==> config.mk <==
export PLATFORM = sky130hd
export DESIGN_NAME = alu_control_unit
export DESIGN_NICKNAME = d
export VERILOG_FILES = /design/src/rtl/alu_control_unit.sv
export SDC_FILE = /design/constraint.sdc
export NUM_CORES = 1
export LEC_CHECK = 0
export CORE_AREA = 2 2 39 41
export DETAILED_ROUTE_END_ITERATION = 7
export DIE_AREA = 0 0 41 43
export GPL_ROUTABILITY_DRIVEN = 1
export PLACE_DENSITY = 0.67
export REMOVE_ABC_BUFFERS = 1
export SLEW_MARGIN = 5
export SYNTH_ARGS = -nofsm -noshare
export SYNTH_HDL_FRONTEND = slang
export SYNTH_SLANG_ARGS = --single-unit
==> constraint.sdc <==
create_clock -name clk -period 2.02 [get_ports clk]
set_input_delay 0.303 -clock clk [delete_from_list [all_inputs] [get_ports clk]]
set_output_delay 0.303 -clock clk [all_outputs]
set_load 0.03 [all_outputs]
==> src/rtl/alu_control_unit.sv <==
// alu_control_unit
//   Registered ALU-control decoder for the RV32I datapath. Turns the main
//   decoder's alu_op plus the instruction funct3/funct7 fields into the 4-bit
//   ALU operation select, and flags unsupported funct combinations.
//   One cycle of latency; a new decode is accepted every enabled cycle.
//
// Ports
//   clk       in   1  rising-edge clock
//   rst_n     in   1  asynchronous active-low reset
//   en        in   1  update enable (0 = outputs hold)
//   alu_op    in   2  00 ld/st addr, 01 branch cmp, 10 R-type, 11 I-type
//   funct3    in   3  instruction bits [14:12]
//   funct7    in   7  instruction bits [31:25]
//   alu_ctrl  out  4  registered ALU operation select
//   illegal   out  1  registered unsupported-combination flag
module alu_control_unit (
  input  logic       clk,
  input  logic       rst_n,
  input  logic       en,
  input  logic [1:0] alu_op,
  input  logic [2:0] funct3,
  input  logic [6:0] funct7,
  output logic [3:0] alu_ctrl,
  output logic       illegal
);

  localparam logic [3:0] OP_ADD  = 4'b0000;
  localparam logic [3:0] OP_SUB  = 4'b0001;
  localparam logic [3:0] OP_SLL  = 4'b0010;
  localparam logic [3:0] OP_SLT  = 4'b0011;
  localparam logic [3:0] OP_SLTU = 4'b0100;
  localparam logic [3:0] OP_XOR  = 4'b0101;
  localparam logic [3:0] OP_SRL  = 4'b0110;
  localparam logic [3:0] OP_SRA  = 4'b0111;
  localparam logic [3:0] OP_OR   = 4'b1000;
  localparam logic [3:0] OP_AND  = 4'b1001;

  localparam logic [6:0] F7_BASE = 7'b0000000;
  localparam logic [6:0] F7_ALT  = 7'b0100000;

  logic [3:0] alu_ctrl_d, alu_ctrl_q;
  logic       illegal_d, illegal_q;

  logic f7_base, f7_alt;
  assign f7_base = (funct7 == F7_BASE);
  assign f7_alt  = (funct7 == F7_ALT);

  // Decode. alu_op is examined first so that for address/branch ops the
  // funct fields are never consulted (they may be undriven there).
  // Any illegal combination falls back to ADD with the flag set.
  always_comb begin
    alu_ctrl_d = OP_ADD;
    illegal_d  = 1'b0;
    case (alu_op)
      2'b00: alu_ctrl_d = OP_ADD;
      2'b01: alu_ctrl_d = OP_SUB;
      2'b10: begin
        case (funct3)
          3'b000: begin
            if (f7_base)     alu_ctrl_d = OP_ADD;
            else if (f7_alt) alu_ctrl_d = OP_SUB;
            else             illegal_d  = 1'b1;
          end
          3'b101: begin
            if (f7_base)     alu_ctrl_d = OP_SRL;
            else if (f7_alt) alu_ctrl_d = OP_SRA;
            else             illegal_d  = 1'b1;
          end
          default: begin
            // Remaining R-type ops have no alternate encoding.
            if (!f7_base) illegal_d = 1'b1;
            else begin
              case (funct3)
                3'b001:  alu_ctrl_d = OP_SLL;
                3'b010:  alu_ctrl_d = OP_SLT;
                3'b011:  alu_ctrl_d = OP_SLTU;
                3'b100:  alu_ctrl_d = OP_XOR;
                3'b110:  alu_ctrl_d = OP_OR;
                3'b111:  alu_ctrl_d = OP_AND;
                default: alu_ctrl_d = OP_ADD;
              endcase
            end
          end
        endcase
      end
      2'b11: begin
        // funct7 is immediate payload except for the shift encodings.
        case (funct3)
          3'b000: alu_ctrl_d = OP_ADD;
          3'b001: begin
            if (f7_base) alu_ctrl_d = OP_SLL;
            else         illegal_d  = 1'b1;
          end
          3'b010: alu_ctrl_d = OP_SLT;
          3'b011: alu_ctrl_d = OP_SLTU;
          3'b100: alu_ctrl_d = OP_XOR;
          3'b101: begin
            if (f7_base)     alu_ctrl_d = OP_SRL;
            else if (f7_alt) alu_ctrl_d = OP_SRA;
            else             illegal_d  = 1'b1;
          end
          3'b110: alu_ctrl_d = OP_OR;
          3'b111: alu_ctrl_d = OP_AND;
          default: illegal_d = 1'b1;
        endcase
      end
      default: begin
        alu_ctrl_d = OP_ADD;
        illegal_d  = 1'b0;
      end
    endcase
  end

  // Both outputs share one enable so they always move on the same edge.
  always_ff @(posedge clk or negedge rst_n) begin
    if (!rst_n) begin
      alu_ctrl_q <= OP_ADD;
      illegal_q  <= 1'b0;
    end else if (en) begin
      alu_ctrl_q <= alu_ctrl_d;
      illegal_q  <= illegal_d;
    end
  end

  assign alu_ctrl = alu_ctrl_q;
  assign illegal  = illegal_q;

endmodule

**Yosys cells after proc, flatten, opt, wreduce, memory -nomap -nowiden**

Cells that the tools add are included.

- Input bits: 15
- Bits in registers: 5

- Eq/ne operators: 11
- Multiplexer cells: 16
- Reduce and logical (&&, ||, !) cells: 4

Operators by type and width:

| kind | count |
|---|---|
| $pmux W4 S8 | 1 |
| $pmux W4 S6 | 1 |
| $pmux W4 S4 | 1 |
| $eq A3 B3 Y1 const B | 4 |
| $pmux W4 S2 | 1 |
| $eq A7 B6 Y1 const B | 1 |
| $logic_not A7 Y1 | 1 |
| $eq A3 B2 Y1 const B | 2 |
| $mux W1 | 6 |
| $mux W3 | 2 |
| $eq A2 B2 Y1 const B | 2 |
| $mux W4 | 1 |
| $pmux W1 S2 | 2 |
| $eq A3 B1 Y1 const B | 1 |
| $logic_not A3 Y1 | 1 |
| $eq A2 B1 Y1 const B | 1 |
| $logic_not A2 Y1 | 1 |
| $mux W2 | 1 |
| $reduce_or A2 Y1 | 1 |

**Longest topological paths before layout**

Gate-level depths: netlist of the first run.

- Depth after elaboration: 5
- Mapped depth: 5

**Worst setup path after synthesis of the first run**

Ideal clock, no wire load.

- Path kind: input-to-reg
- Start: in funct7[1]
- End: reg alu_ctrl_q[0] (netlist: alu_ctrl[0])
- Path slack: 0.595 ns
- Arrival time: 1.361 ns
- Buffers on the path: 0
- Stages: 4
- Cells stage by stage: or4_4 nor4_4 and2_1 a221o_2

- Word-level cells in the longest chain between the ends: 5
- Elaborated cells on any way between the ends: 10
- Those cells by class: 1 x eq/ne; 8 x mux; 1 x reduce/logical

RTL lines:

| what | RTL line | source |
|---|---|---|
| from (decl) | 22 | `input logic [6:0] funct7,` |
| $eq A7 B6 Y1 | 46 | `assign f7_alt = (funct7 == F7_ALT);` |
| $mux W3 / $mux W1 (equally long branches) | 66, 99, 61 |  |
| $mux W3 / $mux W1 (equally long branches) | 65, 60 |  |
| $pmux W4 S8 / $pmux W4 S2 (equally long branches) | 88, 58 |  |
| $pmux W4 S4 * | 54 | `case (alu_op)` |
| to (signal assigned) | 120 | `alu_ctrl_q <= alu_ctrl_d;` |
| to (decl) | 41 | `logic [3:0] alu_ctrl_d, alu_ctrl_q;` |

Every way passes the cells marked *; elsewhere a longest branch is shown, timed or not.
A chain may end at the register's enable or synchronous reset.

**Worst setup path in the final report of the first run**

- Start: in funct7[1]
- End: reg illegal_q (netlist: illegal)

- Word-level cells in the longest chain between the ends: 5
- Elaborated cells on any way between the ends: 8
- Those cells by class: 1 x eq/ne; 6 x mux; 1 x reduce/logical

RTL lines:

| what | RTL line | source |
|---|---|---|
| $eq A7 B6 Y1 | 46 |  |
| $mux W1 | 61, 66, 99 |  |
| $mux W1 | 65 | `if (f7_base) alu_ctrl_d = OP_SRL;` |
| $pmux W1 S2 / $mux W1 (equally long branches) | n/a |  |
| $pmux W1 S2 * | 54 |  |
| to (signal assigned) | 121 | `illegal_q <= illegal_d;` |
| to (decl) | 42 | `logic illegal_d, illegal_q;` |

Marks and branches as above.

==> results of run 1 <==
## logic make-up (layout without fill, tap and decap cells)
family                 after synthesis  count (layout)  synth area share [%]
buffers and inverters                4              29                 3.590
AND/OR/NAND/NOR                     26              26                 36.74
XOR/XNOR                             3               3                 5.802
flip-flops                           5               5                 27.62
AO/OA/AOI/OAI                       16              16                 26.25
## synth_stat cells
cell type / count
a41oi_1: 2
a21boi_0: 1
o21bai_1: 1
clkbuf_1: 1
a211oi_1: 1
o32ai_1: 1
o21ai_0: 1
o2bb2ai_1: 1
nor2_1: 4
nand3_1: 3
nor2b_1: 3
and2_1: 2
dfrtp_1: 5
nand3b_1: 1
o211ai_1: 1
o22ai_1: 1
buf_2: 1
a221o_2: 1
or2_2: 1
or4_4: 1
o311ai_0: 1
nand2_1: 2
nand2b_1: 2
inv_1: 2
nor3_1: 1
xnor2_1: 2
a22oi_1: 1
nor4_1: 1
nor4_4: 1
a21oi_1: 3
nand4_1: 2
xor2_1: 1
nor3b_1: 2
## metrics by stage
step	hold slack, ps	total power [uW]	std cells
2_1_floorplan	7.409	157.7	52
3_3_place_gp	480.8	222.6	91
3_5_place_dp	482.1	222.3	91
4_1_cts	281.8	339.4	95
5_1_grt	272.7	357.0	95
6_report	279.7	333.8	95
## power breakdown
part	total [uW]	switching [uW]	internal (uW)
combinational	112	53.2	58.3
clock	113	38.3	74.5
sequential	110	3.04	106
total	334	94.5	239
## path summary, 6_finish.rpt
kind | endpoint | cells past startpoint
max | illegal | 5
min | alu_ctrl[2] | 1
max reg2reg | alu_ctrl[1] | 3
min reg2reg | alu_ctrl[3] | 1
max in group asynchronous | illegal | 1
min in group clk | alu_ctrl[3] | 1
## flip-flops by register name, summed over array words and instances, names as in the netlist
register / count
alu_ctrl: 4
illegal: 1
## routing by layer
layer	track usage, %	vias to the layer above	wire length [um]
met5	0	-	0
met4	11.33	0	17
met3	3.665	2	61
met2	20.63	16	504
met1	20.38	224	539
li1	-	259	-
## worst register-to-register path, stage by stage (launching register included)
cell and delay, ps:
dfrtp_1 360, nor2b_1 150, nor3b_1 190, o22ai_1 110
## cell type report
cell class	count	area, um^2
Clock buffer	4	26.28
Fill cell	139	673.1
Inverter	2	7.507
Multi-Input combinational cell	45	311.5
Sequential cell	5	125.1
Tap cell	16	20.02
Timing Repair Buffer	23	220.2
==> reports/results.ini, run 1 <==
[floorplanning]
initial_core_util_pct = 32.73
die_w_um = 41
rows = 14
dieArea_um2 = 1763
dieHeight_um = 43
io_pins = 20
core_um2 = 1384

[setup_path]
critPathMaxStageDelay_ps = 570
crit_family = simple AND/OR/NAND/NOR gates
crit_path_max_fanout = 3
cp.arrival_ps = 1780
rrSetupSlack_ps = 1070
cp-startpoint = funct7[1]
cp-start-kind = input port
path_cells = clkdlybuf4s50_1 -> or4_4 -> nor3_1 -> a21oi_1 -> a21boi_0
crit_buf_inv = 1
slowest_stage = or4_4
reg2reg_from = alu_ctrl[1]
required_ps = 2120
crit_type = in2reg
end_kind = register

[sta]
hold_violations = 0
fin_ws_ps = 334.4
period_minus_slack_ps = 1686
fmax_mhz = 593.3
skew_ps = 0
slew_viol_final = 0
finalSetupViolCount = 0
max_slew_margin_pct = 76.39
min_period_over_period_pct = 83.45
setup_tns_ps = 0
worst_pin_slew_ps = 351.0
rsz0062_at_grt = false

[finish]
final_area_um2 = 710.7
area_delta_synth_final_pct = 56.91
fin_util_pct = 51.36
final_cell_mix = clkdlybuf4s50_1, dfrtp_1, nor2_1, buf_4
fin_nets = 95
final_common_cell = clkdlybuf4s50_1
drive_gt1_share_pct = 13.92
diodes = 0

[power_and_ir_drop]
cellPowerDensity_nw_per_um2 = 469.7
ir_drop_v = 0.0001313
leakage_uw = 0.0002671

[global_route]
grt_use_total_pct = 15.42
antenna_found_initial = 0
grt_start_max_net_pins = 9
globalRoute.totalOverflow = 0
grt_pass1_vias = 447
grt_first_pass_wirelength_um = 1800

[route]
vias = 501
drc = 0
routedWlPerCell_um = 11.81
viasPerCell = 5.274
first_pass_iters = 4
ant_nets = 0
drt_wl_total_um = 1122
drt_iter0_markers = 5

[placement]
portBuffers = 19
hpwl_um = 929.5
place_congestion = 0.8336
pre_cts_slack_ps = 71.65
place_area_um2 = 684.4

[cts]
cts_setup_buffers = 0
cts-htree-levels = 1
cts-root-buf = clkbuf_4
clk_latency_ps = 240
clock_sinks = 5
clockBufferDepth = 2
cts_tree = done
cts.clk_slew.worst_paths_ps = 40
cts_buffers = 3
post_cts_resized = 0
hold_buffers = 0

[synthesis]
postSynthAreaPerCell_um2 = 8.388
syn_inst = 54
yosysTopAreaCellShare_pct = 27.62
yosys_register_bits = 5
synth_area_leaders = dfrtp_1, nor4_4, nor2b_1
synthesis.area_um2 = 452.9
synth.distinct_cells = 33
yosysWarnings = 0
seq_area_frac_synth_pct = 27.62
yosysTopAreaCell = dfrtp_1

[run_status]
outcome = complete, no violations

[worst_hold_path]
hp-class = in2async

[run]
drv_cap = 0

Note: power is estimated with default switching activity, not from simulation.
==> run 2: changes to the inputs <==
Clock period 2.02 ns to 1.6 ns, I/O delays scaled along.
==> run 2 against run 1 <==
Power is 33% higher. Die area stayed put. Combinational power is 45% higher. Worst setup slack worse by 280 ps. Final cell count is 8.4% higher. Sequential power is 25% higher. Sequential cell count stayed put. Non-clock buffer count is 8 higher. Critical endpoint is now alu_ctrl[0]. Highest routed layer unchanged.
==> reports/results.ini, run 2 (synthesis gave the netlist of run 1 again) <==
[sta]
hold_violations = 0
rsz0062_at_grt = false
max_slew_margin_pct = 79.15
hold-worst-slack_ps = 216.4
min_period_over_period_pct = 96.45
worst_pin_slew_ps = 311.8
fmax_mhz = 648.0
skew_ps = 0
slew_viol_final = 0
setup_tns_ps = 0
finalSetupViolCount = 0
period_minus_slack_ps = 1543

[setup_path]
crit_family = buffers and inverters
crit_type = in2reg
end_kind = register
slowest_stage = clkdlybuf4s50_1
rr_worst_depth = 3
critPathMaxStageDelay_ps = 610
crit_path_max_fanout = 6
reg2reg_from = alu_ctrl[1]
crit_buf_inv = 1
path_cells = clkdlybuf4s50_1 -> nor2b_1 -> nand3_1 -> a221o_2
cp.arrival_ps = 1660
r2r-end = alu_ctrl[1]
cp-start-kind = input port
required_ps = 1720
rrSetupSlack_ps = 660

[floorplanning]
initial_core_util_pct = 32.73
dieHeight_um = 43
io_pins = 20
die_w_um = 41
dieArea_um2 = 1763
rows = 14
core_um2 = 1384

[power_and_ir_drop]
ir_drop_v = 0.0002379
cellPowerDensity_nw_per_um2 = 564.4
leakage_uw = 0.0003115
p_total_uw = 444.9

[cts]
cts-htree-levels = 1
cts.clk_slew.worst_paths_ps = 40
cts_tree = done
clockBufferDepth = 2
clk_latency_ps = 240
cts_buffers = 3
cts_setup_buffers = 0
clock_sinks = 5
cts-root-buf = clkbuf_4

[placement]
dp_cells = 99
place_congestion = 0.7920
portBuffers = 19
hpwl_um = 1058

[global_route]
grt_start_max_net_pins = 9
grt_use_total_pct = 17.09
antenna_found_initial = 0
globalRoute.totalOverflow = 0
grt_pass1_vias = 493
grt_first_pass_wirelength_um = 2056

[finish]
final_cell_mix = clkdlybuf4s50_1, buf_4, dfrtp_1
final_common_cell = clkdlybuf4s50_1
drive_gt1_share_pct = 24.14
area_delta_synth_final_pct = 74.03
fill_cells = 126
fin_cells = 103
fin_nets = 103
largest_reg_flops = 4
diodes = 0

[run_status]
outcome = complete, no violations

[route]
ant_nets = 0
first_pass_iters = 4
routedWlPerCell_um = 12.41
drc = 0
vias = 547
drt_iter0_markers = 13
viasPerCell = 5.311
drt_wl_total_um = 1278

[run]
drv_cap = 0

[worst_hold_path]
hp-class = in2async

## run 2: cell count changes in the layout (fill, tap and decap cells not counted), sizes merged
| cell | previous run | this run |
|---|---|---|
| buf | 4 | 12 |
## run 2: worst max-delay path by stage
stage	end	cells past startpoint	slack [ps]	from
finish	alu_ctrl[0]	4	60	funct3[0]
floorplan	alu_ctrl[0]	4	240	funct7[1]
global route	alu_ctrl[0]	5	0.2	funct7[6]
detailed placement	illegal	5	-260	funct7[1]
global placement	illegal	5	-250	funct7[1]
CTS	illegal	5	-5	funct7[1]
## run 2: routing by layer
layer	global-route usage [%]	share of wire, %	vias up
met5	0	0	-
met4	10.00	1.6	0
met3	1.571	6.0	2
met2	26.88	50	20
met1	21.29	43	250
li1	-	-	275
## run 2: stage by stage
step	cell area [um^2]	util [%]	worst slack (ps)
6_report	788.3	56.96	56.87
5_1_grt	788.3	56.96	0.1581
4_1_cts	770.7	55.70	-4.946
3_5_place_dp	744.5	53.80	-264.2
3_3_place_gp	744.5	53.80	-249.1
2_1_floorplan	444.2	-	237.9
## run 2: power breakdown
part | total, uW | switching (uW) | internal, uW
registers | 138 | 3.95 | 134
logic | 162 | 74.9 | 86.6
clock network | 145 | 50.8 | 94.2
total | 445 | 130 | 315
## run 2: timing repair
action,CTS,global route
resized for setup,0,4
pin swaps,0,3
endpoints found under the setup margin,2,5
hold buffers,0,0
endpoints found under the hold margin,0,0
## run 2: layout make-up
cell class / instances / area, um^2 / area share, %
clock buffer: 4 / 26.28 / 3.333
inverter: 2 / 7.507 / 0.9524
multi-input combinational: 45 / 329.1 / 41.75
sequential: 5 / 125.1 / 15.87
tap: 16 / 20.02 / 2.540
timing repair buffer: 31 / 280.3 / 35.56
## run 2: worst reg2reg max path: stages, from the launching register on
cell and delay (ps):
dfrtp_1 370, nor2b_1 150, nor3b_1 190, o22ai_1 110
==> variant 1, RTL diff (settings of run 2) <==
Register the output `alu_ctrl` once more; this adds one clock of latency there. The other outputs are not delayed to match. Comments in the files are not updated.
--- a/src/rtl/alu_control_unit.sv
+++ b/src/rtl/alu_control_unit.sv
@@ -122,7 +122,9 @@
     end
   end
 
-  assign alu_ctrl = alu_ctrl_q;
+  always_ff @(posedge clk) begin
+    alu_ctrl <= alu_ctrl_q;
+  end
   assign illegal  = illegal_q;
 
 endmodule
Function: changed (Yosys sat finds a counterexample within 4 cycles, from zero or initial values and one cycle with rst_n low).
==> variant 1 against run 2 <==
  * Sequential cell count is 4 higher
  * Total power grew 26%
  * Non-clock buffer count did not move
  * Global-route usage grew 0.79 points
  * Via count decreased by 0.73%
  * Worst setup slack worse by 0.018 ns
  * Area after synthesis up 10%
  * Combinational power down 9.9%
  * Routed wire length down 5.2%
  * Final area grew 4.6%
  * Sequential power increased by 75%
  * Critical path depth increased by 1
  * Hold slack got worse by 0.026 ns
  * Die area unchanged
==> variant 1: results (changes against run 2) <==
status finished clean; slowest CP cell or4_4; final cell count without fillers 104 (+0.97%); RePlAce Congestion 0.781 (-1.4%); top_reg_cell synth dfrtp_1; sequential element share of the synthesized area 41.1% (+13 points); Starting DRT DRC Count 1 (-12); first-pass GRT wire length 2.21 mm (+7.7%); Crit path arrival time 1.77 ns (+0.11 ns); Worst slew margin 79.7% (+0.57 points); Inst Count DP 98 (-1.0%); GRT Overall Usage 17.9% (+0.79 points); Avg WL per Cell 11.7 um (-6.1%); Net count, final 104 (+0.97%); proportion of layout cells with a drive suffix above 1 23.9% (-0.27 points); IO buf count 19 (unchanged); vias per cell 5.22 (-1.7%); Worst path max stage delay 0.53 ns (-0.08 ns); Sw Pwr 0.152 mW (+17%); Max Clock Skew 0.000167 ns (+0.000167 ns); Synth top cells by count inv_1, a21oi_1, dfrtp_1; peak supply drop 0.000231 V (-2.8%); LEAKAGE 0.354 nW (+14%); unique cell type count in the Yosys netlist 29 (-12%); Placed Area 777 um2 (+4.4%); CTS root buf clkbuf_4; Reg clk slew, reported paths 0.06 ns (+0.02 ns); Mean Syn Cell Area 9.08 um2 (+8.2%); CP max FO 2 (-4); top cells by area, synth dfrtp_1, dfxtp_1, a21oi_1; final hold slack 0.190 ns (-0.0260 ns); placed wire-length estimate 1.03 mm (-2.8%); vias in the first global route 527 (+6.9%); ys async rst share 55.6% (-44 points); largest net degree at the start of global routing 8 (-1)
-- variant 1: cell count changes in the layout (fill, tap and decap cells not counted), sizes merged, moves of 3 or more --
cell,change
clkdlybuf4s50,-4
dfxtp,+4
dlygate4sd2,+4
inv,+4
o21ai,+3
-- variant 1: cell type report --
cell class                      count  area (um2)
Clock buffer                        3        22.5
Clock inverter                      1        5.00
Fill cell                         131         559
Sequential cell                     9         205
Timing Repair Buffer               31         279
Tap cell                           16        20.0
Inverter                            6        22.5
Multi-Input combinational cell     38         270
-- variant 1: worst paths after layout --
kind,from,cells after the start,endpoint
worst max-delay path,funct7[0],5,alu_ctrl_q[0]$_DFFE_PN0P_
worst min-delay path,rst_n,1,alu_ctrl_q[0]$_DFFE_PN0P_
worst max register to register,alu_ctrl_q[0]$_DFFE_PN0P_,2,alu_ctrl_q[0]$_DFFE_PN0P_
worst min register to register,alu_ctrl_q[0]$_DFFE_PN0P_,0,alu_ctrl[0]$_DFF_P_
max in group asynchronous,rst_n,1,alu_ctrl_q[3]$_DFFE_PN0P_
min in group clk,alu_ctrl_q[0]$_DFFE_PN0P_,0,alu_ctrl[0]$_DFF_P_
-- variant 1: timing repair --
action                                  4_1_cts  5_1_grt
endpoints found under the hold margin         0        0
endpoints found under the setup margin        2        3
pin swaps                                     4        5
resized for setup                             5        2
buffers inserted                              1        1
-- variant 1: cells by family after synthesis --
group / count (synthesis) / share of synthesized area, %
flops: 9 / 41.1
simple gates: 16 / 21.3
compound gates: 20 / 28.1
buf+inv: 8 / 6.02
xor+xnor: 2 / 3.51
-- variant 1: metrics by stage --
step	setup slack, ns	util [%]	power, mW	setup TNS (ns)
CTS	0.0209	58.8	0.570	0
floorplan	0.0829	-	0.301	0
global placement	-0.359	56.1	0.391	-1.37
finish	0.0392	59.6	0.560	0
global route	0.00183	59.6	0.593	0
detailed placement	-0.443	56.1	0.393	-1.55
-- variant 1: layer usage --
layer	share of wire (%)	vias to the layer above	GRT usage (%)
met5	0	-	0
met1	42	247	22.2
met2	51	19	27.8
met4	2.4	0	10.0
li1	-	272	-
met3	4.5	5	2.62
-- variant 1: worst max-delay path, delay by kind of cell --
family	cells	cell delay (ns)
AO/OA/AOI/OAI	3	0.77
buffers and inverters	1	0.23
AND/OR/NAND/NOR	1	0.53
-- variant 1: power by group through the flow --
stage                     clock (mW)  combinational (mW)  sequential (mW)
final                          0.172               0.146            0.242
after global routing           0.190               0.159            0.244
after CTS                      0.182               0.145            0.243
after floorplan                    0              0.0392            0.262
after global placement             0               0.144            0.247
after detailed placement           0               0.146            0.247
==> variant 2, RTL diff (config.mk and constraints of run 2) <==
Made on the original files. Reset style: synchronous (`rst_n`), changed in one clocked block. Comments in the files are not updated.
--- a/src/rtl/alu_control_unit.sv
+++ b/src/rtl/alu_control_unit.sv
@@ -112,7 +112,7 @@
   end
 
   // Both outputs share one enable so they always move on the same edge.
-  always_ff @(posedge clk or negedge rst_n) begin
+  always_ff @(posedge clk) begin
     if (!rst_n) begin
       alu_ctrl_q <= OP_ADD;
       illegal_q  <= 1'b0;
Formal check against the unedited RTL: differs if rst_n is asserted again (counterexample within 4 cycles, from zero or initial values and one cycle with rst_n low); with rst_n held inactive, the same outputs for 10 cycles.
==> variant 2 against run 2 <==
  * Final area rose by 3.5%
  * Sequential cell count unchanged
  * Non-clock buffer count is 4 higher
  * Critical path depth increased by 1
  * Worst setup slack gained 0.021 ns
  * Routed wire length is 13% higher
  * Clock skew did not move
  * Cell count increased by 6.8%
  * Area after synthesis increased by 9.1%
  * Fmax increased by 1.4%
  * Core utilization grew 2.0 points
  * Total power increased by 0.41%
  * Sequential share of layout area shrank 3.6 points
  * Hold slack better by 0.29 ns
  * Critical path type unchanged
  * Largest power group is now clock
==> variant 2: results (changes against run 2) <==
peak supply drop 0.000380 V (+60%); largest net degree at the start of global routing 8 (-1); n_diodes 0 (unchanged); Max clock buf depth 2 (unchanged); hold_sp alu_ctrl[2]$_SDFFE_PN0P_; post-CTS sizing 0 (unchanged); slowest CP cell clkdlybuf4s50_1; Setup crit start funct7[1]; register-to-register path setup slack 0.80 ns (+0.14 ns); initial antenna violation count 0 (unchanged); crit end category flop; Worst path max stage delay 0.44 ns (-0.17 ns); IO buf count 19 (unchanged); Max Clock Skew 0 ns (unchanged); Final Hold Viols 0 (unchanged); drt pass-1 iters 4 (unchanged); status finished clean; unique cell type count in the Yosys netlist 35 (+6.1%); final hold slack 0.511 ns (+0.294 ns); vias in the first global route 522 (+5.9%); RR Startpoint alu_ctrl[1]$_SDFFE_PN0P_; hold path depth 2; sequential element share of the synthesized area 20.3% (-7.4 points); HP Class flop to flop; proportion of layout cells with a drive suffix above 1 27.7% (+3.5 points); Net count, final 110 (+6.8%); reg2reg end alu_ctrl[1]$_SDFFE_PN0P_; Ys Warns 0 (unchanged); Reg clk slew, reported paths ~0.050 ns; CTS root buf clkbuf_4; worst skew pair latency 0.25 ns; met3 Use GR 6.28% (+4.7 points); Synth top cells by count dfxtp_1, inv_1; CTS H-tree depth 1 (unchanged); met2 Usage GRT 29.4% (+2.5 points); top cells by area, synth dfxtp_1, o2111ai_1, buf_6; Placed Area 790 um2 (+6.1%); Crit path arrival time 1.73 ns (+0.07 ns); Largest register FFs 4 (unchanged); max-slew violations 0 (unchanged); ys async rst share 0% (-100 points); GRT Overall Usage 19.0% (+2.0 points); first-pass GRT wire length 2.20 mm (+7.1%); Worst slew margin 77.8% (-1.3 points); placed wire-length estimate 1.16 mm (+9.7%); vias 586 (+7.1%); Num CTS Buffers 3 (unchanged); RePlAce Congestion 0.831 (+4.9%); Starting DRT DRC Count 16 (+3); # Post-CTS Setup Buffers 0 (unchanged); CP max FO 4 (-2); worst hold endpoint alu_ctrl[2]$_SDFFE_PN0P_; global routing usage on met1 23.0% (+1.7 points); LEAKAGE 0.307 nW (-1.3%); top_reg_cell synth dfxtp_1; crit-path leading delay family compound AO/OA/AOI/OAI gates; reg2reg path depth 3 (unchanged); Final setup viols 0 (unchanged); DRT Wirelength 1.44 mm (+13%)
variant 2: cell types whose count changed in the layout (fill, tap and decap cells not counted), sizes merged, moves of 2 or more:
cell     before  now
dfxtp         0    5
a41oi         2    0
nand3b        1    3
o2111ai       0    3
nand3         3    1
a31oi         0    2
buf          12   16
dfrtp         5    0
o21a          0    2
nor3b         2    0
inv           2    4
or2b          0    2
and2          2    0
nor2b         3    1
variant 2: kinds of logic (layout without fill, tap and decap cells):
group	count (synthesis)	count (layout)	synth area share (%)
flip-flops	5	5	20.3
XOR/XNOR	3	3	5.32
AO/OA/AOI/OAI	23	23	36.7
buffers and inverters	9	43	10.1
AND/OR/NAND/NOR	20	20	27.6
variant 2: area by class of cell:
class / instances / area (um2)
Inverter: 4 / 15.0
Multi-Input combinational cell: 46 / 344
Sequential cell: 5 / 100
Fill cell: 131 / 568
Timing Repair Buffer: 35 / 310
Tap cell: 16 / 20.0
Clock buffer: 4 / 26.3
variant 2: metrics by stage:
step | setup WS [ns] | utilization, % | instances
CTS | 0.0771 | 59.0 | 110
floorplan | 0.402 | - | 55
finish | 0.0780 | 59.0 | 110
detailed placement | -0.176 | 57.1 | 106
global route | 0.0134 | 59.0 | 110
global placement | -0.162 | 57.1 | 106
variant 2: where the power goes:
| part | internal (mW) | switching, mW |
|---|---|---|
| registers | 0.129 | 0.00202 |
| logic | 0.0858 | 0.0694 |
| clock network | 0.0951 | 0.0650 |
| total | 0.310 | 0.136 |
variant 2: routing by layer:
metal,part of all wire (%),vias to the layer above
li1,-,301
met1,46,268
met5,0,-
met2,47,14
met4,1.7,0
met3,5.6,3
variant 2: tightest hold or removal path, stage by stage, from the launching register on:
cell and delay [ns]:
dfxtp_1 0.30, nand3b_1 0.07, o211ai_1 0.08
